### src/rtl/hls_main_mac_pkg.sv
`default_nettype none
// ============================================================================
// Module   : hls_main_mac_pkg
// Brief    : Shared widths, FSM encoding and saturating adder for the MAC stage.
//            sat_add is only referenced when HLS_MAIN_MAC_SATURATE_EN is defined.
// Revision : 1.0  initial release
// ============================================================================
package hls_main_mac_pkg;

    localparam int ACC_W_DEF = 32;
    localparam int CNT_W_DEF = 16;
    localparam int PROD_W    = 16;
    localparam int PIX_W     = 8;
    localparam int WGT_W     = 16;

    typedef enum logic [1:0] {
        ACC   = 2'd0,
        DRAIN = 2'd1,
        HOLD  = 2'd2
    } state_t;

    // Operands are sign-extended w-bit values, so the 64-bit sum cannot wrap
    // for w <= 63. Returns {overflow, clamped sum}.
    function automatic logic [64:0] sat_add(input logic signed [63:0] a,
                                            input logic signed [63:0] b,
                                            input int unsigned        w);
        logic signed [63:0] s;
        logic signed [63:0] mx;
        logic signed [63:0] mn;
        logic               ovf;
        s   = a + b;
        mx  = (64'sd1 <<< (w - 1)) - 64'sd1;
        mn  = -(64'sd1 <<< (w - 1));
        ovf = 1'b0;
        if (s > mx) begin
            s   = mx;
            ovf = 1'b1;
        end else if (s < mn) begin
            s   = mn;
            ovf = 1'b1;
        end
        return {ovf, s};
    endfunction

endpackage
`default_nettype wire

### src/rtl/hls_main_mac_mul.sv
`default_nettype none
// ============================================================================
// Module   : hls_main_mac_mul
// Brief    : Stage 1 - registered u8 x s16 product truncated to s16, with
//            valid/last carried alongside.
// Revision : 1.0  initial release
// ============================================================================
module hls_main_mac_mul
    import hls_main_mac_pkg::*;
(
    input  logic              ap_clk,
    input  logic              ap_rst,
    input  logic              i_en,
    input  logic [PIX_W-1:0]  i_pix,
    input  logic [WGT_W-1:0]  i_wgt,
    input  logic              i_last,
    output logic              o_valid,
    output logic              o_last,
    output logic [PROD_W-1:0] o_prod
);

    logic signed [PIX_W+WGT_W:0] w_full;
    logic                        r_valid;
    logic                        r_last;
    logic [PROD_W-1:0]           r_prod;

    // Pixel is zero-extended so it multiplies as a non-negative signed value.
    assign w_full = $signed({1'b0, i_pix}) * $signed(i_wgt);

    always_ff @(posedge ap_clk or posedge ap_rst) begin
        if (ap_rst) begin
            r_valid <= 1'b0;
            r_last  <= 1'b0;
            r_prod  <= '0;
        end else begin
            r_valid <= i_en;
            if (i_en) begin
                r_prod <= w_full[PROD_W-1:0];
                r_last <= i_last;
            end
        end
    end

    assign o_valid = r_valid;
    assign o_last  = r_last;
    assign o_prod  = r_prod;

endmodule
`default_nettype wire

### src/rtl/hls_main_mac_acc.sv
`default_nettype none
// ============================================================================
// Module   : hls_main_mac_acc
// Brief    : Streaming weighted-sum stage: accumulates truncated pixel*weight
//            products per s_last window. Option macro: HLS_MAIN_MAC_SATURATE_EN.
// Revision : 1.0  initial release
// ============================================================================
module hls_main_mac_acc
    import hls_main_mac_pkg::*;
#(
    parameter int ACC_W = ACC_W_DEF,
    parameter int CNT_W = CNT_W_DEF
) (
    input  logic             ap_clk,
    input  logic             ap_rst,
    input  logic             s_valid,
    output logic             s_ready,
    input  logic [PIX_W-1:0] s_pix,
    input  logic [WGT_W-1:0] s_wgt,
    input  logic             s_last,
    output logic             m_valid,
    input  logic             m_ready,
    output logic [ACC_W-1:0] m_sum,
    output logic [CNT_W-1:0] m_count,
    output logic             m_ovf
);

    state_t                   r_state;
    state_t                   w_next;
    logic signed [ACC_W-1:0]  r_acc;
    logic [CNT_W-1:0]         r_cnt;
    logic                     r_ovf;

    logic                     w_accept;
    logic                     w_release;
    logic                     w_s1_valid;
    logic                     w_s1_last;
    logic [PROD_W-1:0]        w_prod;
    logic signed [ACC_W-1:0]  w_prod_ext;
    logic signed [ACC_W-1:0]  w_sum;
    logic                     w_add_ovf;

    // Gating with ap_rst keeps s_ready low for the whole reset interval.
    assign s_ready   = (r_state == ACC) && !ap_rst;
    assign w_accept  = s_valid && s_ready;
    assign w_release = (r_state == HOLD) && m_ready;

    hls_main_mac_mul u_mul (
        .ap_clk  (ap_clk),
        .ap_rst  (ap_rst),
        .i_en    (w_accept),
        .i_pix   (s_pix),
        .i_wgt   (s_wgt),
        .i_last  (s_last),
        .o_valid (w_s1_valid),
        .o_last  (w_s1_last),
        .o_prod  (w_prod)
    );

    assign w_prod_ext = ACC_W'($signed(w_prod));

`ifdef HLS_MAIN_MAC_SATURATE_EN
    logic [64:0] w_sat;
    assign w_sat     = sat_add(64'($signed(r_acc)), 64'($signed(w_prod_ext)), ACC_W);
    assign w_sum     = w_sat[ACC_W-1:0];
    assign w_add_ovf = w_sat[64];
`else
    assign w_sum     = r_acc + w_prod_ext;
    assign w_add_ovf = 1'b0;
`endif

    always_comb begin
        w_next = r_state;
        case (r_state)
            ACC:     if (w_accept && s_last)       w_next = DRAIN;
            DRAIN:   if (w_s1_valid && w_s1_last)  w_next = HOLD;
            HOLD:    if (m_ready)                  w_next = ACC;
            default:                               w_next = ACC;
        endcase
    end

    always_ff @(posedge ap_clk or posedge ap_rst) begin
        if (ap_rst) begin
            r_state <= ACC;
            r_acc   <= '0;
            r_cnt   <= '0;
            r_ovf   <= 1'b0;
        end else begin
            r_state <= w_next;
            if (w_release) begin
                r_acc <= '0;
                r_cnt <= '0;
                r_ovf <= 1'b0;
            end else begin
                if (w_s1_valid) begin
                    r_acc <= w_sum;
                    r_ovf <= r_ovf | w_add_ovf;
                end
                if (w_accept && (r_cnt != {CNT_W{1'b1}})) begin
                    r_cnt <= r_cnt + 1'b1;
                end
            end
        end
    end

    // The pipeline is empty in HOLD, so acc/cnt hold still until release.
    assign m_valid = (r_state == HOLD);
    assign m_sum   = r_acc;
    assign m_count = r_cnt;
`ifdef HLS_MAIN_MAC_SATURATE_EN
    assign m_ovf   = r_ovf;
`else
    assign m_ovf   = 1'b0;
`endif

endmodule
`default_nettype wire

### config.mk
export PLATFORM = sky130hd
export DESIGN_NAME = hls_main_mac_acc
export DESIGN_NICKNAME = d
export VERILOG_FILES = /design/src/rtl/hls_main_mac_pkg.sv /design/src/rtl/hls_main_mac_mul.sv /design/src/rtl/hls_main_mac_acc.sv
export SDC_FILE = /design/constraint.sdc
export NUM_CORES = 1
export LEC_CHECK = 0
export BUFFER_PORTS_ARGS = -buffer_cell sky130_fd_sc_hd__buf_2
export CORE_MARGIN = 3
export CORE_UTILIZATION = 40
export CTS_BUF_LIST = sky130_fd_sc_hd__clkbuf_2
export CTS_CLUSTER_SIZE = 30
export DETAILED_ROUTE_END_ITERATION = 7
export GPL_ROUTABILITY_DRIVEN = 0
export PLACE_DENSITY = 0.63
export SKIP_LAST_GASP = 1
export SLEW_MARGIN = 15
export SYNTH_ARGS = -nofsm -noshare
export SYNTH_HDL_FRONTEND = slang
export SYNTH_SLANG_ARGS = --single-unit
### constraint.sdc
create_clock -name ap_clk -period 4.6 [get_ports ap_clk]
set_input_delay 0.92 -clock ap_clk [delete_from_list [all_inputs] [get_ports ap_clk]]
set_output_delay 0.92 -clock ap_clk [all_outputs]
set_load 0.03 [all_outputs]
==> flow_summary.yaml, run 1 <==
run_status:
  status: "finished, final reports clean"
timing:
  worstMarginPinSlew_ns: 0.8892
  grt_setup_unrepaired: "false"
  final_max_slew_viol_count: 0
  finalHoldViolCount: 0
  fin_skew_ns: 0.03044
  period_needed_ns: 4.421
  setup_slack_ns: 0.1789
  final.setup.tns_ns: 0
  fin_crit_sh_pct: 96.11
  slew_headroom_pct: 40.65
  setup_violations: 0
  fmaxAchievable_mhz: 226.2
placement:
  place_worst_setup_slack_ns: -0.4120
  dp_hpwl_um: 11880
  port_buffers: 78
grt:
  grt_start_max_net_pins: 53
  antenna_found_initial: 1
  grt_pass1_wl_um: 25680
  grt_overflow: 0
  grt_pass1_vias: 5469
  grt.total_usage_pct: 15.67
setup_path:
  cp-start-kind: "input port"
  crit_family: "adder cells"
  path_cells: "clkbuf_4, and2_1, fa_1, ha_1, ha_1, inv_2, fa_1, inv_1, ha_2, fa_2, a21o_1, a21o_1, a21o_1, a21oi_2, o21bai_1, a21oi_2, o21bai_1, a21o_1, xnor2_1, o21ai_1"
  cp-end-kind: "register"
  arrival_ns: 4.80
  cp.required_ns: 4.98
  crit_top_cell: "a21o_1"
  cp_max_fo: 9
  critPathMaxStageDelay_ns: 0.47
  worst_path_max_delay_cell: "fa_1"
  critPathBufInv: 3
  crit_type: "in2reg"
power:
  vdd_ir_drop_max_v: 0.0003401
  p_total_uw: 5649
  combPwrFrac_pct: 73.3
  sw_frac_of_total_pct: 47.99
  p_leak_uw: 0.004168
  internal_power_uw: 2938
  power.switching_uw: 2711
  pwr-share-clk_pct: 8.2
  seq_power_share_pct: 18.5
  p_per_area_mw_per_mm2: 682.6
floorplan:
  fp-row-count: 47
  fp.dieH_um: 138.3
  fp.coreArea_mm2: 0.01688
  start_util_pct: 41.47
  die_area_mm2: 0.01912
  ioPinCount: 80
  die_w_um: 138.3
cts:
  path_clk_slew_ns: 0.18
  cts_buffer_depth: 2
  cts_root_buf: "clkbuf_2"
  cts.htree.levels: 3
  ctsHoldBuffers: 0
  cts_resized: 0
  clock_latency_ns: 0.52
  cts_setup_buffers: 0
  cts_tree: "built"
  cts_sinks: 68
  numCtsBuffers: 9
cells_and_area:
  register_area_mm2: 0.001702
  multiInputGateArea_mm2: 0.004962
  drive_gt1_share_pct: 21.33
  fin_nets: 1053
  fill_cells: 1588
  syn2layout_area_growth_pct: 18.23
synthesis:
  postSynthNetCount: 932
  synthFlopType: "dfrtp_1"
  ys_seq_area_share_pct: 24.31
  synth_warnings: 0
  synth_seq_cells: 68
  synth_cells: 779
  avgSynthCellArea_um2: 8.985
  ys_types: 55
  async_reset_ff_share_pct: 100.0
  syn-cell-area_mm2: 0.006999
  synth_edf_count: 0
flow_run:
  drv_cap: 0
detailed_routing:
  route.final.wire_length_um: 14480
  ant_nets: 0
  post_drt_wl_per_cell_um: 12.86
  drt_iter0_markers: 186
  drc_errors: 0
  via_count: 5459
  dr.pass1.iters: 4
  routed_via_density: 4.848
min_path:
  hp-class: "reg2reg"
[state kept, by name, summed over array words and instances (netlist names)]
| register | flops |
|---|---|
| m_count | 16 |
| u_mul.o_valid | 1 |
| u_mul.o_last | 1 |
| u_mul.o_prod | 16 |
| m_sum | 32 |
| r_state | 2 |
[cell usage after synthesis, drive strengths merged (2+ instances only)]
master | n | area (um2)
a2111oi | 3 | 38.79
a211oi | 11 | 102.6
a21boi | 2 | 15.02
a21o | 14 | 105.1
a21oi | 39 | 198.9
a31oi | 2 | 18.77
and2 | 44 | 275.3
and3 | 7 | 43.79
buf | 2 | 11.26
clkbuf | 18 | 67.56
dfrtp | 68 | 1702
fa | 61 | 1221
ha | 63 | 788.3
inv | 102 | 382.9
mux2 | 5 | 56.30
mux2i | 21 | 210.2
nand2 | 100 | 375.4
nand2b | 5 | 31.28
nand3 | 4 | 25.02
nand4 | 5 | 37.53
nor2 | 60 | 225.2
nor2b | 4 | 25.02
nor3 | 6 | 35.03
o211ai | 2 | 20.02
o21a | 6 | 46.30
o21ai | 36 | 183.9
o21bai | 8 | 60.06
o22ai | 3 | 18.77
o31ai | 3 | 36.28
or3 | 5 | 31.28
xnor2 | 35 | 306.5
xor2 | 26 | 227.7
[per-stage QoR]
stage          instance area (um2)  hold slack (ns)  utilization (%)  instances
3_3_place_gp                  8103           0.4612            48.01       1109
3_5_place_dp                  8103           0.4644            48.01       1109
5_1_grt                       8275           0.5114            49.03       1126
2_1_floorplan                 7181           0.4462                -        779
4_1_cts                       8265           0.5073            48.97       1125
6_report                      8275           0.5055            49.03       1126
[cells by family (layout without fill, tap and decap cells)]
group / Yosys count / after routing / synth area share, %
xor gates and xnor gates: 61 / 61 / 7.633
and+or+nand+nor: 242 / 242 / 15.98
muxes: 26 / 26 / 3.808
adders and majority gates: 124 / 124 / 28.71
AOI/OAI and AO/OA: 134 / 134 / 12.85
DFF: 68 / 68 / 24.31
buffers and inverters: 123 / 249 / 6.650
other: 1 / 2 / 0.05358
[worst register-to-register path, delay by kind of cell, from the launching register on]
kind	cells	cell delay [ns]
adders and majority gates	2	0.69
xor gates and xnor gates	1	0.19
AOI/OAI and AO/OA	8	1.58
DFF	1	0.45
and+or+nand+nor	1	0.12
[path summary, 6_finish.rpt]
kind / start / endpoint / slack, ns / cells after the start
setup / recovery: s_pix[2] / u_mul.o_prod[14] / 0.18 / 20
hold / removal: u_mul.o_prod[8] / u_mul.o_prod[8] / 0.51 / 2
setup reg to reg: m_sum[0] / m_sum[30] / 1.47 / 12
hold reg to reg: u_mul.o_prod[8] / u_mul.o_prod[8] / 0.51 / 2
max in group asynchronous: ap_rst / m_sum[16] / 3.32 / 3
min in group asynchronous: ap_rst / m_count[15] / 0.53 / 2
[per-layer routing]
layer	global-route usage [%]	vias to the layer above	share of wire, %
met1	21.83	2579	49
met5	0	-	0
met2	26.10	90	47
met4	3.796	0	0.89
li1	-	2780	-
met3	2.003	10	2.9
[power by group through the flow]
stage                     registers, uW  logic [uW]  clock network (uW)
after detailed placement           1060        4170                   0
after CTS                          1050        4190                 479
after global placement             1060        4110                   0
after global routing               1090        4700                 510
after floorplan                    1340        2910                   0
final                              1040        4140                 466
[layout by cell type, fill, tap and decap left out, types with 7 or more instances in the layout]
master	synthesis	routed
nor2_1	60	60
clkbuf_2	0	10
buf_4	1	52
dfrtp_1	68	68
xnor2_1	35	35
o21ai_0	30	29
a21o_1	14	14
buf_2	0	77
mux2i_1	21	21
fa_1	61	58
a211oi_1	7	7
a21oi_1	38	34
ha_1	63	58
nand2_1	100	93
and3_1	7	7
and2_1	44	43
o21bai_1	8	8
xor2_1	26	26
inv_1	102	98
[final cells by class]
class                   count  area share [%]
diodes                      1         0.03024
clock buffers              10          0.6048
clock inverters             6           1.361
inverters                 103           4.687
multi-input cells         588           59.96
flip-flops and latches     68           20.56
well taps                 220           3.326
repair buffers            130           9.465
(Power assumes the default switching activity.)
==> inputs of run 2 (changes only) <==
--- a/config.mk
+++ b/config.mk
@@ -6,15 +6,17 @@
 export NUM_CORES = 1
 export LEC_CHECK = 0
 export BUFFER_PORTS_ARGS = -buffer_cell sky130_fd_sc_hd__buf_2
+export CAP_MARGIN = 10
 export CORE_MARGIN = 3
-export CORE_UTILIZATION = 40
+export CORE_UTILIZATION = 30
 export CTS_BUF_LIST = sky130_fd_sc_hd__clkbuf_2
 export CTS_CLUSTER_SIZE = 30
 export DETAILED_ROUTE_END_ITERATION = 7
 export GPL_ROUTABILITY_DRIVEN = 0
-export PLACE_DENSITY = 0.63
+export PLACE_DENSITY = 0.51
 export SKIP_LAST_GASP = 1
 export SLEW_MARGIN = 15
 export SYNTH_ARGS = -nofsm -noshare
 export SYNTH_HDL_FRONTEND = slang
+export SYNTH_HIERARCHICAL = 1
 export SYNTH_SLANG_ARGS = --single-unit
==> run 2 against run 1 <==
  * Combinational power rose by 9.9%
  * Synthesized area up 3.1%
  * Core utilization decreased by 13 points
  * Clock power down 12%
  * Die area grew 36%
  * First-iteration DRC count rose by 25%
  * Register-to-register slack worse by 0.10 ns
  * Synthesized cell count up 2.8%
  * Clock skew up 0.0093 ns
  * Critical path type unchanged
==> flow_summary.yaml, run 2 <==
synthesis:
  ys_seq_area_share_pct: 23.57
  synth_edf_count: 0
  synthFlopType: "dfrtp_1"
  avgSynthCellArea_um2: 9.011
  syn-cell-area_mm2: 0.007218
  synth_top_area_share_pct: 23.57
  ys_types: 63
  async_reset_ff_share_pct: 100.0
  synth_cells: 801
  synth_seq_cells: 68
  synth_warnings: 6
  postSynthNetCount: 954
  synth_top_area_cell: "dfrtp_1"
  synthTopCellsByCount: "inv_1, nand2_1, dfrtp_1, ha_1, nor2_1"
  yosysMostFrequentCell: "inv_1"
  ys_top_cells_by_area: "dfrtp_1, fa_1, ha_1"
cells_and_area:
  final_cells: 1247
  syn2layout_area_growth_pct: 18.29
  layout_common_cells: "inv_1, nand2_1, buf_2, dfrtp_1, nor2_1"
  final_util_pct: 36.27
  final_common_cell: "inv_1"
  drive_gt1_share_pct: 20.06
  largest_register_ffs: 32
  fin_nets: 1075
timing:
  worstMarginPinSlew_ns: 0.9518
  slew_headroom_pct: 36.55
  setup_violations: 0
  finalHoldViolCount: 0
  grt_setup_unrepaired: "false"
  fin_skew_ns: 0.03970
  period_needed_ns: 4.375
  fin_crit_sh_pct: 95.10
  fmaxAchievable_mhz: 228.6
  final_max_slew_viol_count: 0
setup_path:
  critPathMaxStageDelay_ns: 0.55
  setup.worst_path.start: "s_pix[2]"
  r2r_slack_ns: 1.37
  r2r_start: "m_sum[0]"
  cp-end-kind: "register"
  rr_worst_depth: 12
  arrival_ns: 4.81
  path_cells: "buf_2, nand2_1, fa_1, inv_1, fa_1, ha_1, inv_1, fa_1, inv_1, ha_1, a211oi_2, nor2_1, o41a_1, a31oi_1, xnor2_1, mux2_2"
  crit_type: "in2reg"
  rr_endpoint: "m_sum[30]"
  worst_path_max_delay_cell: "fa_1"
  cp_max_fo: 11
  cp.required_ns: 5.03
  cp-start-kind: "input port"
cts:
  cts.htree.levels: 3
  cts_sinks: 68
  cts_root_buf: "clkbuf_2"
  cts_setup_buffers: 0
  clock_latency_ns: 0.54
  path_clk_slew_ns: 0.23
  cts_resized: 0
  cts_tree: "built"
  numCtsBuffers: 9
  ctsHoldBuffers: 0
  cts_buffer_depth: 2
detailed_routing:
  routed_via_density: 4.618
  wl_met1_um: 7895
  via_count: 5759
  ant_nets: 0
  dr.pass1.iters: 4
  drt_iter0_markers: 232
  post_drt_wl_per_cell_um: 13.52
  wl_met2_um: 8273
  route.final.wire_length_um: 16860
  wl_met3_um: 541
  highest_layer: "met4"
  drc_errors: 0
placement:
  port_buffers: 78
  placed_cells: 1230
  dp_hpwl_um: 13670
grt:
  grt_pass1_vias: 6011
  antenna_found_initial: 1
  grt_overflow: 0
  grt.total_usage_pct: 13.71
  grt_pass1_wl_um: 29410
  grt_start_max_net_pins: 46
floorplan:
  fp.dieH_um: 161.1
  ioPinCount: 80
  die_w_um: 161.1
  fp-row-count: 56
  start_util_pct: 30.66
  die_area_mm2: 0.02596
  fp.coreArea_mm2: 0.02354
power:
  vdd_ir_drop_max_v: 0.0002465
  p_total_uw: 6072
  p_leak_uw: 0.004257
  p_per_area_mw_per_mm2: 711.1
flow_run:
  drv_cap: 0
min_path:
  hp-class: "in2async"
run_status:
  status: "finished, final reports clean"
## run 2: worst max path at each step
stage	end	slack, ns	depth (start not counted)
2_1_floorplan	u_mul/o_prod[13]	-0.07	15
3_3_place_gp	u_mul/o_prod[13]	-0.33	16
3_5_place_dp	u_mul/o_prod[13]	-0.37	15
4_1_cts	u_mul/o_prod[13]	0.25	15
5_1_grt	u_mul/o_prod[13]	0.005	16
6_report	u_mul/o_prod[13]	0.23	16
## run 2: metal layers
metal	GRT usage, %	vias to the layer above
li1	-	2911
met1	17.76	2734
met2	24.68	101
met3	1.565	13
met4	2.972	0
met5	0	-
## run 2: worst max-delay path: cells and delay by family
kind / cells / cell delay [ns]
fa+ha+maj: 5 / 2.13
buf+inv: 4 / 0.39
compound gates: 3 / 0.79
xor+xnor: 1 / 0.09
simple gates: 2 / 0.21
mux: 1 / 0.26
## run 2: final cells by class
cell class	instances	area, um2
repair buffers	132	795.8
flip-flops and latches	68	1703
clock inverters	7	91.34
multi-input cells	608	5115
diodes	1	2.502
inverters	103	386.6
well taps	319	399.1
clock buffers	9	45.04
fillers	2516	15000
## run 2: logic make-up (layout without fill, tap and decap cells)
kind of cell	Yosys count	in the layout	share of synthesized area (%)
compound gates	139	139	13.42
xor+xnor	60	60	7.471
fa+ha+maj	124	124	27.84
buf+inv	125	251	6.656
flops	68	68	23.57
mux	31	31	4.507
other cells	1	2	0.05195
simple gates	253	253	16.48
## run 2: report_power, final
group / internal [uW] / leakage (uW) / switching [uW]
Clock: 178 / 0.0000817 / 234
Sequential: 843 / 0.000837 / 267
Combinational: 2050 / 0.00334 / 2500
## run 2: per-stage QoR
step / cell area (um2) / hold slack, ns / TNS [ns] / setup WS [ns]
6_report: 8538 / 0.2912 / 0 / 0.2253
5_1_grt: 8538 / 0.2754 / 0 / 0.005376
3_5_place_dp: 8399 / 0.5039 / -1.823 / -0.3675
4_1_cts: 8536 / 0.2760 / 0 / 0.2455
2_1_floorplan: 7390 / 0.4576 / -0.07271 / -0.07271
3_3_place_gp: 8399 / 0.4931 / -1.663 / -0.3280
